$ cat config.mk
export PLATFORM = sky130hd
export DESIGN_NAME = link_tx_sched
export DESIGN_NICKNAME = d
export VERILOG_FILES = /design/src/rtl/link_tx_sched.sv
export SDC_FILE = /design/constraint.sdc
export NUM_CORES = 1
export LEC_CHECK = 0
export BUFFER_PORTS_ARGS = -buffer_cell sky130_fd_sc_hd__buf_2
export CAP_MARGIN = 5
export CORE_UTILIZATION = 40
export DETAILED_ROUTE_END_ITERATION = 10
export HOLD_SLACK_MARGIN = 0.1
export MAX_ROUTING_LAYER = met4
export PLACE_DENSITY = 0.66
export SKIP_LAST_GASP = 1
export SLEW_MARGIN = 15
export SYNTH_ARGS = -nofsm -noshare
export SYNTH_HDL_FRONTEND = slang
export SYNTH_SLANG_ARGS = --single-unit
$ cat constraint.sdc
create_clock -name clk_25 -period 1.91 [get_ports clk_25]
set_input_delay 0.0955 -clock clk_25 [delete_from_list [all_inputs] [get_ports clk_25]]
set_output_delay 0.0955 -clock clk_25 [all_outputs]
set_load 0.05 [all_outputs]
$ cat src/rtl/link_tx_sched.sv
// Link transmit scheduler: arbitrates response requests and streams each frame byte-wise to a UART.
// Latency: request pulse to first tx_start is 4 cycles; each byte waits for tx_busy low before launch.
module link_tx_sched #(
  parameter int UBUF_BYTES = 32,
  parameter int BUSY_TO    = 15
) (
  input  logic        clk_25,
  input  logic        rst_n,
  input  logic        link_rx_wr_cmplt,
  input  logic        get_status,
  input  logic        get_current_nonce,
  input  logic        get_signature,
  input  logic        read_ubuf,
  input  logic        host_break,
  input  logic [7:0]  status_byte,
  input  logic [31:0] current_nonce,
  input  logic [31:0] signature,
  output logic        ubuf_rd,
  output logic [4:0]  ubuf_addr,
  input  logic [7:0]  ubuf_data,
  output logic [7:0]  tx_byte,
  output logic        tx_start,
  input  logic        tx_busy,
  output logic        tx_active,
  output logic        frame_done,
  output logic        tx_err
);

  localparam int CW = $clog2(UBUF_BYTES + 1);
  localparam int TW = $clog2(BUSY_TO + 1);

  localparam logic [2:0] S_IDLE    = 3'd0;
  localparam logic [2:0] S_GRANT   = 3'd1;
  localparam logic [2:0] S_LOAD    = 3'd2;
  localparam logic [2:0] S_FETCH   = 3'd3;
  localparam logic [2:0] S_SEND    = 3'd4;
  localparam logic [2:0] S_WAIT_HI = 3'd5;
  localparam logic [2:0] S_WAIT_LO = 3'd6;

  localparam logic [2:0] T_ACK    = 3'd0;
  localparam logic [2:0] T_STATUS = 3'd1;
  localparam logic [2:0] T_NONCE  = 3'd2;
  localparam logic [2:0] T_SIG    = 3'd3;
  localparam logic [2:0] T_UBUF   = 3'd4;

  logic [2:0]    state;
  logic [2:0]    ftype;
  logic [4:0]    pending;
  logic [4:0]    req;
  logic [4:0]    win_oh;
  logic [2:0]    win_type;
  logic [CW-1:0] byte_cnt;
  logic [CW-1:0] frame_len;
  logic [TW-1:0] to_cnt;
  logic [7:0]    status_q;
  logic [31:0]   nonce_q;
  logic [31:0]   word;
  logic [1:0]    idx;
  logic [7:0]    load_byte;
  logic          brk;
  logic          last;
  logic          is_ubuf_pl;

  assign req = {read_ubuf, get_signature, get_current_nonce, get_status, link_rx_wr_cmplt};

  always_comb begin
    win_oh   = 5'b00000;
    win_type = T_ACK;
    if (pending[0]) begin
      win_oh = 5'b00001; win_type = T_ACK;
    end else if (pending[1]) begin
      win_oh = 5'b00010; win_type = T_STATUS;
    end else if (pending[2]) begin
      win_oh = 5'b00100; win_type = T_NONCE;
    end else if (pending[3]) begin
      win_oh = 5'b01000; win_type = T_SIG;
    end else if (pending[4]) begin
      win_oh = 5'b10000; win_type = T_UBUF;
    end
  end

  always_comb begin
    case (ftype)
      T_STATUS:      frame_len = CW'(1);
      T_NONCE, T_SIG: frame_len = CW'(4);
      T_UBUF:        frame_len = CW'(UBUF_BYTES);
      default:       frame_len = '0;
    endcase
  end

  assign last       = (byte_cnt == frame_len);
  assign is_ubuf_pl = (ftype == T_UBUF) && (byte_cnt != '0);
  assign idx        = 2'(byte_cnt - CW'(1));
  assign word       = (ftype == T_NONCE) ? nonce_q : signature;

  // Header byte at position 0; payload words go out least-significant byte first.
  always_comb begin
    load_byte = 8'h00;
    if (byte_cnt == '0) begin
      case (ftype)
        T_ACK:    load_byte = 8'h4B;
        T_STATUS: load_byte = 8'h53;
        T_NONCE:  load_byte = 8'h6E;
        T_SIG:    load_byte = 8'h49;
        T_UBUF:   load_byte = 8'h52;
        default:  load_byte = 8'h00;
      endcase
    end else if (ftype == T_STATUS) begin
      load_byte = status_q;
    end else begin
      case (idx)
        2'd0:    load_byte = word[7:0];
        2'd1:    load_byte = word[15:8];
        2'd2:    load_byte = word[23:16];
        default: load_byte = word[31:24];
      endcase
    end
  end

  assign tx_start  = (state == S_SEND) && !tx_busy && !host_break;
  assign ubuf_rd   = (state == S_LOAD) && is_ubuf_pl;
  assign ubuf_addr = ubuf_rd ? 5'(byte_cnt - CW'(1)) : 5'd0;
  assign tx_active = (state != S_IDLE);

  // A same-cycle request re-arms the bit being cleared, so repeats are served again later.
  always_ff @(posedge clk_25 or negedge rst_n) begin
    if (!rst_n) begin
      pending <= 5'b00000;
    end else if (host_break) begin
      pending <= 5'b00000;
    end else begin
      pending <= (pending & ~((state == S_GRANT) ? win_oh : 5'b00000)) | req;
    end
  end

  always_ff @(posedge clk_25 or negedge rst_n) begin
    if (!rst_n) begin
      state      <= S_IDLE;
      ftype      <= T_ACK;
      byte_cnt   <= '0;
      to_cnt     <= '0;
      status_q   <= 8'h00;
      nonce_q    <= 32'h0;
      tx_byte    <= 8'h00;
      frame_done <= 1'b0;
      tx_err     <= 1'b0;
      brk        <= 1'b0;
    end else begin
      frame_done <= 1'b0;
      if (host_break) tx_err <= 1'b0;
      case (state)
        S_IDLE: begin
          brk <= 1'b0;
          if (|pending && !host_break) state <= S_GRANT;
        end
        S_GRANT: begin
          if (host_break) begin
            state <= S_IDLE;
          end else begin
            ftype    <= win_type;
            status_q <= status_byte;
            nonce_q  <= current_nonce;
            byte_cnt <= '0;
            state    <= S_LOAD;
          end
        end
        S_LOAD: begin
          if (host_break) begin
            state <= S_IDLE;
          end else if (is_ubuf_pl) begin
            state <= S_FETCH;
          end else begin
            tx_byte <= load_byte;
            state   <= S_SEND;
          end
        end
        S_FETCH: begin
          if (host_break) begin
            state <= S_IDLE;
          end else begin
            tx_byte <= ubuf_data;
            state   <= S_SEND;
          end
        end
        S_SEND: begin
          if (host_break) begin
            state <= S_IDLE;
          end else if (!tx_busy) begin
            to_cnt <= '0;
            state  <= S_WAIT_HI;
          end
        end
        S_WAIT_HI: begin
          if (host_break) brk <= 1'b1;
          if (tx_busy) begin
            state <= S_WAIT_LO;
          end else if (to_cnt == TW'(BUSY_TO - 1)) begin
            tx_err <= ~host_break;
            state  <= S_IDLE;
          end else begin
            to_cnt <= to_cnt + TW'(1);
          end
        end
        S_WAIT_LO: begin
          if (host_break) brk <= 1'b1;
          if (!tx_busy) begin
            if (brk || host_break) begin
              state <= S_IDLE;
            end else if (last) begin
              frame_done <= 1'b1;
              state      <= S_IDLE;
            end else begin
              byte_cnt <= byte_cnt + CW'(1);
              state    <= S_LOAD;
            end
          end
        end
        default: state <= S_IDLE;
      endcase
    end
  end

endmodule

=== After elaboration in Yosys (flattened, before gate mapping) ===
Index checks and enable logic that the tools add are counted.

* Reductions and logical operators: 27
* Equal/unequal tests: 29
* $add $sub $neg: 3
* Multiplexer cells: 56
* Bitwise gates (word level): 4

{| class="wikitable"
|+ Operators with widths
! cell !! number
|-
| 3-bit two-way mux || 14
|-
| 5-bit two-way mux || 8
|-
| 8-bit two-way mux || 5
|-
| 7-bit case mux with 5 select lines || 1
|-
| 32-bit two-way mux || 1
|-
| 6-bit two-way mux || 4
|-
| 2-bit != test, second input constant || 12
|-
| 8-bit case mux with 3 select lines || 1
|-
| 3-bit case mux with 7 select lines || 1
|-
| 6-bit case mux with 3 select lines || 1
|-
| 4-bit two-way mux || 4
|-
| 8-bit case mux with 2 select lines || 1
|-
| 3-bit by 2-bit == test with 1-bit output, second input constant || 4
|-
| 3-bit == test, second input constant || 4
|-
| 6-bit case mux with 2 select lines || 1
|-
| 5-bit AND reduction || 2
|-
| 1-bit two-way mux || 9
|-
| 4-bit case mux with 2 select lines || 1
|-
| 4-bit AND reduction || 2
|-
| 2-bit nonzero test || 4
|-
| 6-bit by 1-bit adder with 6-bit output, second input constant || 1
|-
| 3-bit by 1-bit == test with 1-bit output, second input constant || 2
|-
| 6-bit == test || 1
|-
| 3-bit zero test || 2
|-
| 23 further kinds || 33
|}

* Register bits: 72
* Input bits: 89
* Word-level logic and storage cells: 130

=== Logic depth before layout (Yosys ltp) ===
* Depth after elaboration: 10
* Mapped depth: 10
* Depth with buffers taken out: 7

=== Worst setup path before layout ===
OpenSTA, ideal clock, no wires.

* Path type: register -> register
* From: register state[0]
* To: register to_cnt[2]
* Cell stages (with the launch flop): 5
* Slack: -769 ps
* Required time: 1,705 ps
* Data arrival time: 2,473 ps
* Buffers on the path: 2
* Cells stage by stage: dfrtp_1 > buf_2 > buf_1 > nor4_1 > nor2_1

* Cells in the longest elaborated chain, start to end: 3

{| class="wikitable"
|+ RTL lines
! item !! RTL line !! RTL
|-
| from (decl) || 46 || <nowiki>logic [2:0] state;</nowiki>
|-
| from (signal assigned) || 138 || <nowiki>state <= S_IDLE;</nowiki>
|-
| from (signal assigned) || 154 || <nowiki>if (|pending && !host_break) state <= S_GRANT;</nowiki>
|-
| from (signal assigned) || 158 || <nowiki>state <= S_IDLE;</nowiki>
|-
| 3-bit == test || 151 || <nowiki>case (state)</nowiki>
|-
| 2-bit != test (no line) / 2-bit nonzero test (equally long branches) || -- ||
|-
| 5-bit AND reduction (no line) || -- ||
|-
| to (signal assigned) || 201 || <nowiki>to_cnt <= to_cnt + TW'(1);</nowiki>
|-
| to (decl) || 54 || <nowiki>logic [TW-1:0] to_cnt;</nowiki>
|}

Parallel ways exist; a longest one is shown, timed or not.
A chain may end at the register's enable or synchronous reset.

=== Worst setup path in the final report ===
* From: register state[0]
* To: output ubuf_addr[3]

* Cells in the longest elaborated chain, start to end: 3

{| class="wikitable"
|+ RTL lines
! item !! RTL line !! RTL
|-
| 3-bit by 2-bit == test with 1-bit output || 121 || <nowiki>assign ubuf_rd = (state == S_LOAD) && is_ubuf_pl;</nowiki>
|-
| 1-bit logical AND || 121 ||
|-
| 5-bit two-way mux || 122 || <nowiki>assign ubuf_addr = ubuf_rd ? 5'(byte_cnt - CW'(1)) : 5'd0;</nowiki>
|-
| to (decl) || 19 || <nowiki>output logic [4:0] ubuf_addr,</nowiki>
|}

Every way passes these cells.

==> impl_metrics.tcl <==
set metrics [dict create \
    fin_crit_ns 2.08 \
    r2r-end "tx_byte[6]$_DFFE_PN0P_" \
    dpl.hpwl_mm 8.90 \
    violations "negative setup slack" \
    vias_per_cell 5.42 \
    cts.reportedPaths.clkPinSlew_ns 0.08 \
    n_antenna_cell 0 \
    netlist_instances 491 \
    setup_viol 17 \
    drive_above_1_share_pct 39.0 \
    globalRouteTotalUtil_pct 26.3 \
    cts_tree "done" \
    synth_flop_cell "dfrtp_1" \
    fmax_mhz 481 \
    critPathCaptureType "output pin" \
    layout.cells.non_filler 843 \
    worst_pin_slew_ns 0.682 \
    p_sw_w 0.00352 \
    worst_setup_path_start_kind "register" \
    crit_type "register to output pin" \
    syn-cell-area_sq_um 4110 \
    antenna_found_initial 0 \
    clock_sinks 72 \
    status "finished with violations" \
    slew_viol_final 0 \
    maxCapViolCount 0 \
    worstPathCellList "or4b_4, a21oi_4, nand3b_1, buf_6, nor2_4, buf_8" \
    switching_share_pct 41.9 \
    crit_path_max_incr_delay_ns 0.56 \
    crit_fanout 6 \
    cp_num_buf_inv 2 \
    hold_depth 3 \
    cp.required_ns 1.81 \
    tns_ns -1.61 \
    synth_seq_cells 72 \
    fin_nets 800 \
    root_buffer "clkbuf_8" \
    rsz0062_at_grt "true" \
    seqPwrFrac_pct 30.7 \
    max-vdd-ir-drop_uv 590 \
    drt_pre_antenna_iters 6 \
    syn_avg_cell_area_sq_um 8.37 \
    fillers 748 \
    grt_pass1_wl_mm 20.4 \
    fin_ws_ns -0.170 \
    h-tree-depth 3 \
    combinationalPowerShare_pct 52.7 \
    synth_cell_type_count 63 \
    crit_path_start "state[0]$_DFFE_PN0P_" \
    ios 107 \
    total_leakage_power_nw 3.12 \
    min_to "tx_byte[0]$_DFFE_PN0P_" \
    wl_per_cell_um 16.6 \
    critPathTopFamily "simple AND/OR/NAND/NOR gates" \
    area_growth_pct 61.0 \
    fp.dieArea_sq_um 10700 \
    drt_iter0_markers 247 \
    globalplace.congestion 0.902 \
    drc 0 \
    vias 4566 \
    maxSlewHeadroom_pct 54.5 \
    ys_seq_area_share_pct 43.8 \
    cts_max_path_buffers 2 \
    pwr-share-clk_pct 16.6 \
    grt_pass1_vias 4309 \
    min_from "ubuf_data[0]" \
    rr_worst_depth 8 \
    dpl.cell_count 748 \
    io_buffers 106 \
    hold_viol_final 0 \
    worstPathArrival_ns 1.98 \
    synth_edf_count 0 \
    clk_latency_ns 0.35 \
    cp_slowest_cell "or4b_4" \
    drtAntennaViolNets 0 \
    grt_remaining_overflow 0 \
    start_util_pct 41.7 \
    ys_warn_count 0 \
    postSynth.asyncResetShare_pct 100 \
    cts_buffers 9 \
    timing.rr.start "ftype[0]$_DFFE_PN0P_" \
    die_w_um 103 \
    synth_fp_nets 586 \
    hold_class "primary input to register" \
    fin_skew_ns 0.00843 \
    dp_slack_ns -0.174 \
    r2r_slack_ns -0.14 \
    core_area_sq_um 9860 \
    powerDensity_nw_per_um2 1270 \
    wirelength_mm 14.0 \
    internal_power_w 0.00488 \
    grt_max_degree 73 \
    rows 36 \
    dieHeight_um 103 \
    fin_crit_sh_pct 109 \
]
layout make-up:
cell class	instances	area [sq um]	share of cell area, %
Clock buffer	11	151	2.29
Clock inverter	5	78.8	1.19
Inverter	16	62.6	0.945
Multi-Input combinational cell	368	2570	38.8
Sequential cell	72	1810	27.3
Tap cell	133	166	2.51
Timing Repair Buffer	238	1790	27.0
through the flow:
step / area (sq um) / hold WS (ns) / utilization (%) / power, W
final: 6620 / 0.113 / 67.1 / 0.00840
after global routing: 6620 / 0.112 / 67.1 / 0.00889
after CTS: 6160 / 0.100 / 62.5 / 0.00788
after detailed placement: 5130 / 0.155 / 52.0 / 0.00601
after global placement: 5130 / 0.158 / 52.0 / 0.00594
after floorplan: 4150 / -0.200 / - / 0.00473
power by group through the flow:
stage                     Clock, W  Combinational, W  Sequential, W
after floorplan                  0           0.00201        0.00271
after global placement           0           0.00337        0.00257
after detailed placement         0           0.00344        0.00257
after CTS                  0.00142           0.00391        0.00255
after global routing       0.00149           0.00477        0.00264
final                      0.00140           0.00443        0.00257
layout by cell type, fill, tap and decap left out, types with 6 or more instances in the layout:
| cell type | netlist | layout |
|---|---|---|
| nand2_1 | 143 | 142 |
| buf_2 | 16 | 98 |
| buf_4 | 1 | 69 |
| dfrtp_1 | 72 | 68 |
| dlygate4sd3_1 | 0 | 50 |
| nor2_1 | 33 | 25 |
| a21oi_1 | 27 | 22 |
| buf_6 | 1 | 14 |
| inv_1 | 16 | 13 |
| o21ai_0 | 16 | 13 |
| clkbuf_8 | 0 | 11 |
| a22oi_1 | 10 | 8 |
| nor2_4 | 0 | 7 |
| nand3_1 | 7 | 7 |
| a31oi_1 | 9 | 6 |
| mux2_4 | 0 | 6 |
Yosys cell counts (6+ instances only):
| master | instances | share of area (%) |
|---|---|---|
| o221ai_1 | 6 | 1.3 |
| a221oi_1 | 6 | 1.3 |
| a31oi_1 | 9 | 1.4 |
| a21oi_1 | 27 | 3.3 |
| a22oi_1 | 10 | 1.8 |
| o22ai_1 | 6 | 0.91 |
| mux2_2 | 6 | 1.6 |
| nor2_1 | 33 | 3.0 |
| dfrtp_1 | 72 | 44 |
| nand2_1 | 143 | 13 |
| inv_1 | 16 | 1.5 |
| buf_2 | 16 | 1.9 |
| clkbuf_1 | 16 | 1.5 |
| ha_1 | 6 | 1.8 |
| o21ai_0 | 16 | 1.9 |
| nand3_1 | 7 | 0.85 |
sequential cells by signal (all words and copies together) (netlist names):
name / flops
nonce_q: 32
status_q: 8
tx_byte: 8
byte_cnt: 6
pending: 5
to_cnt: 4
ftype: 3
state: 3
brk: 1
frame_done: 1
tx_err: 1
metal layers:
| metal | track usage, % | part of all wire, % | vias to the layer above |
|---|---|---|---|
| met1 | 33.6 | 44 | 2187 |
| met4 | 11.8 | 3.3 | 0 |
| met5 | - | 0 | - |
| met2 | 42.0 | 48 | 188 |
| li1 | - | - | 2144 |
| met3 | 3.02 | 5.2 | 47 |
what timing repair did:
action	CTS	global route
resized for setup	55	66
hold endpoints to repair	121	0
pin swaps	22	31
gates cloned	0	0
setup endpoints to repair	18	28
setup buffers	11	18
hold buffers	50	0
tightest hold or removal path, stage by stage:
cell	delay, ns
buf_2	0.08
nand2b_1	0.09
a41o_1	0.17
kinds of logic after synthesis:
kind of cell	synth area share [%]
buf+inv	5.42
fa+ha+maj	1.83
flops	43.8
simple gates	24.9
xor+xnor	2.13
compound gates	19.8
mux	2.13
how the worst max path moves through the flow:
stage / to / slack [ns] / cells after the start
floorplan: ubuf_addr[2] / -0.14 / 5
global placement: tx_byte[0]$_DFFE_PN0P_ / -0.12 / 7
detailed placement: tx_byte[7]$_DFFE_PN0P_ / -0.17 / 6
CTS: ubuf_addr[1] / -0.16 / 6
global route: ubuf_addr[3] / -0.23 / 6
finish: ubuf_addr[3] / -0.17 / 6
No activity file was read; power rests on OpenSTA's default activity.
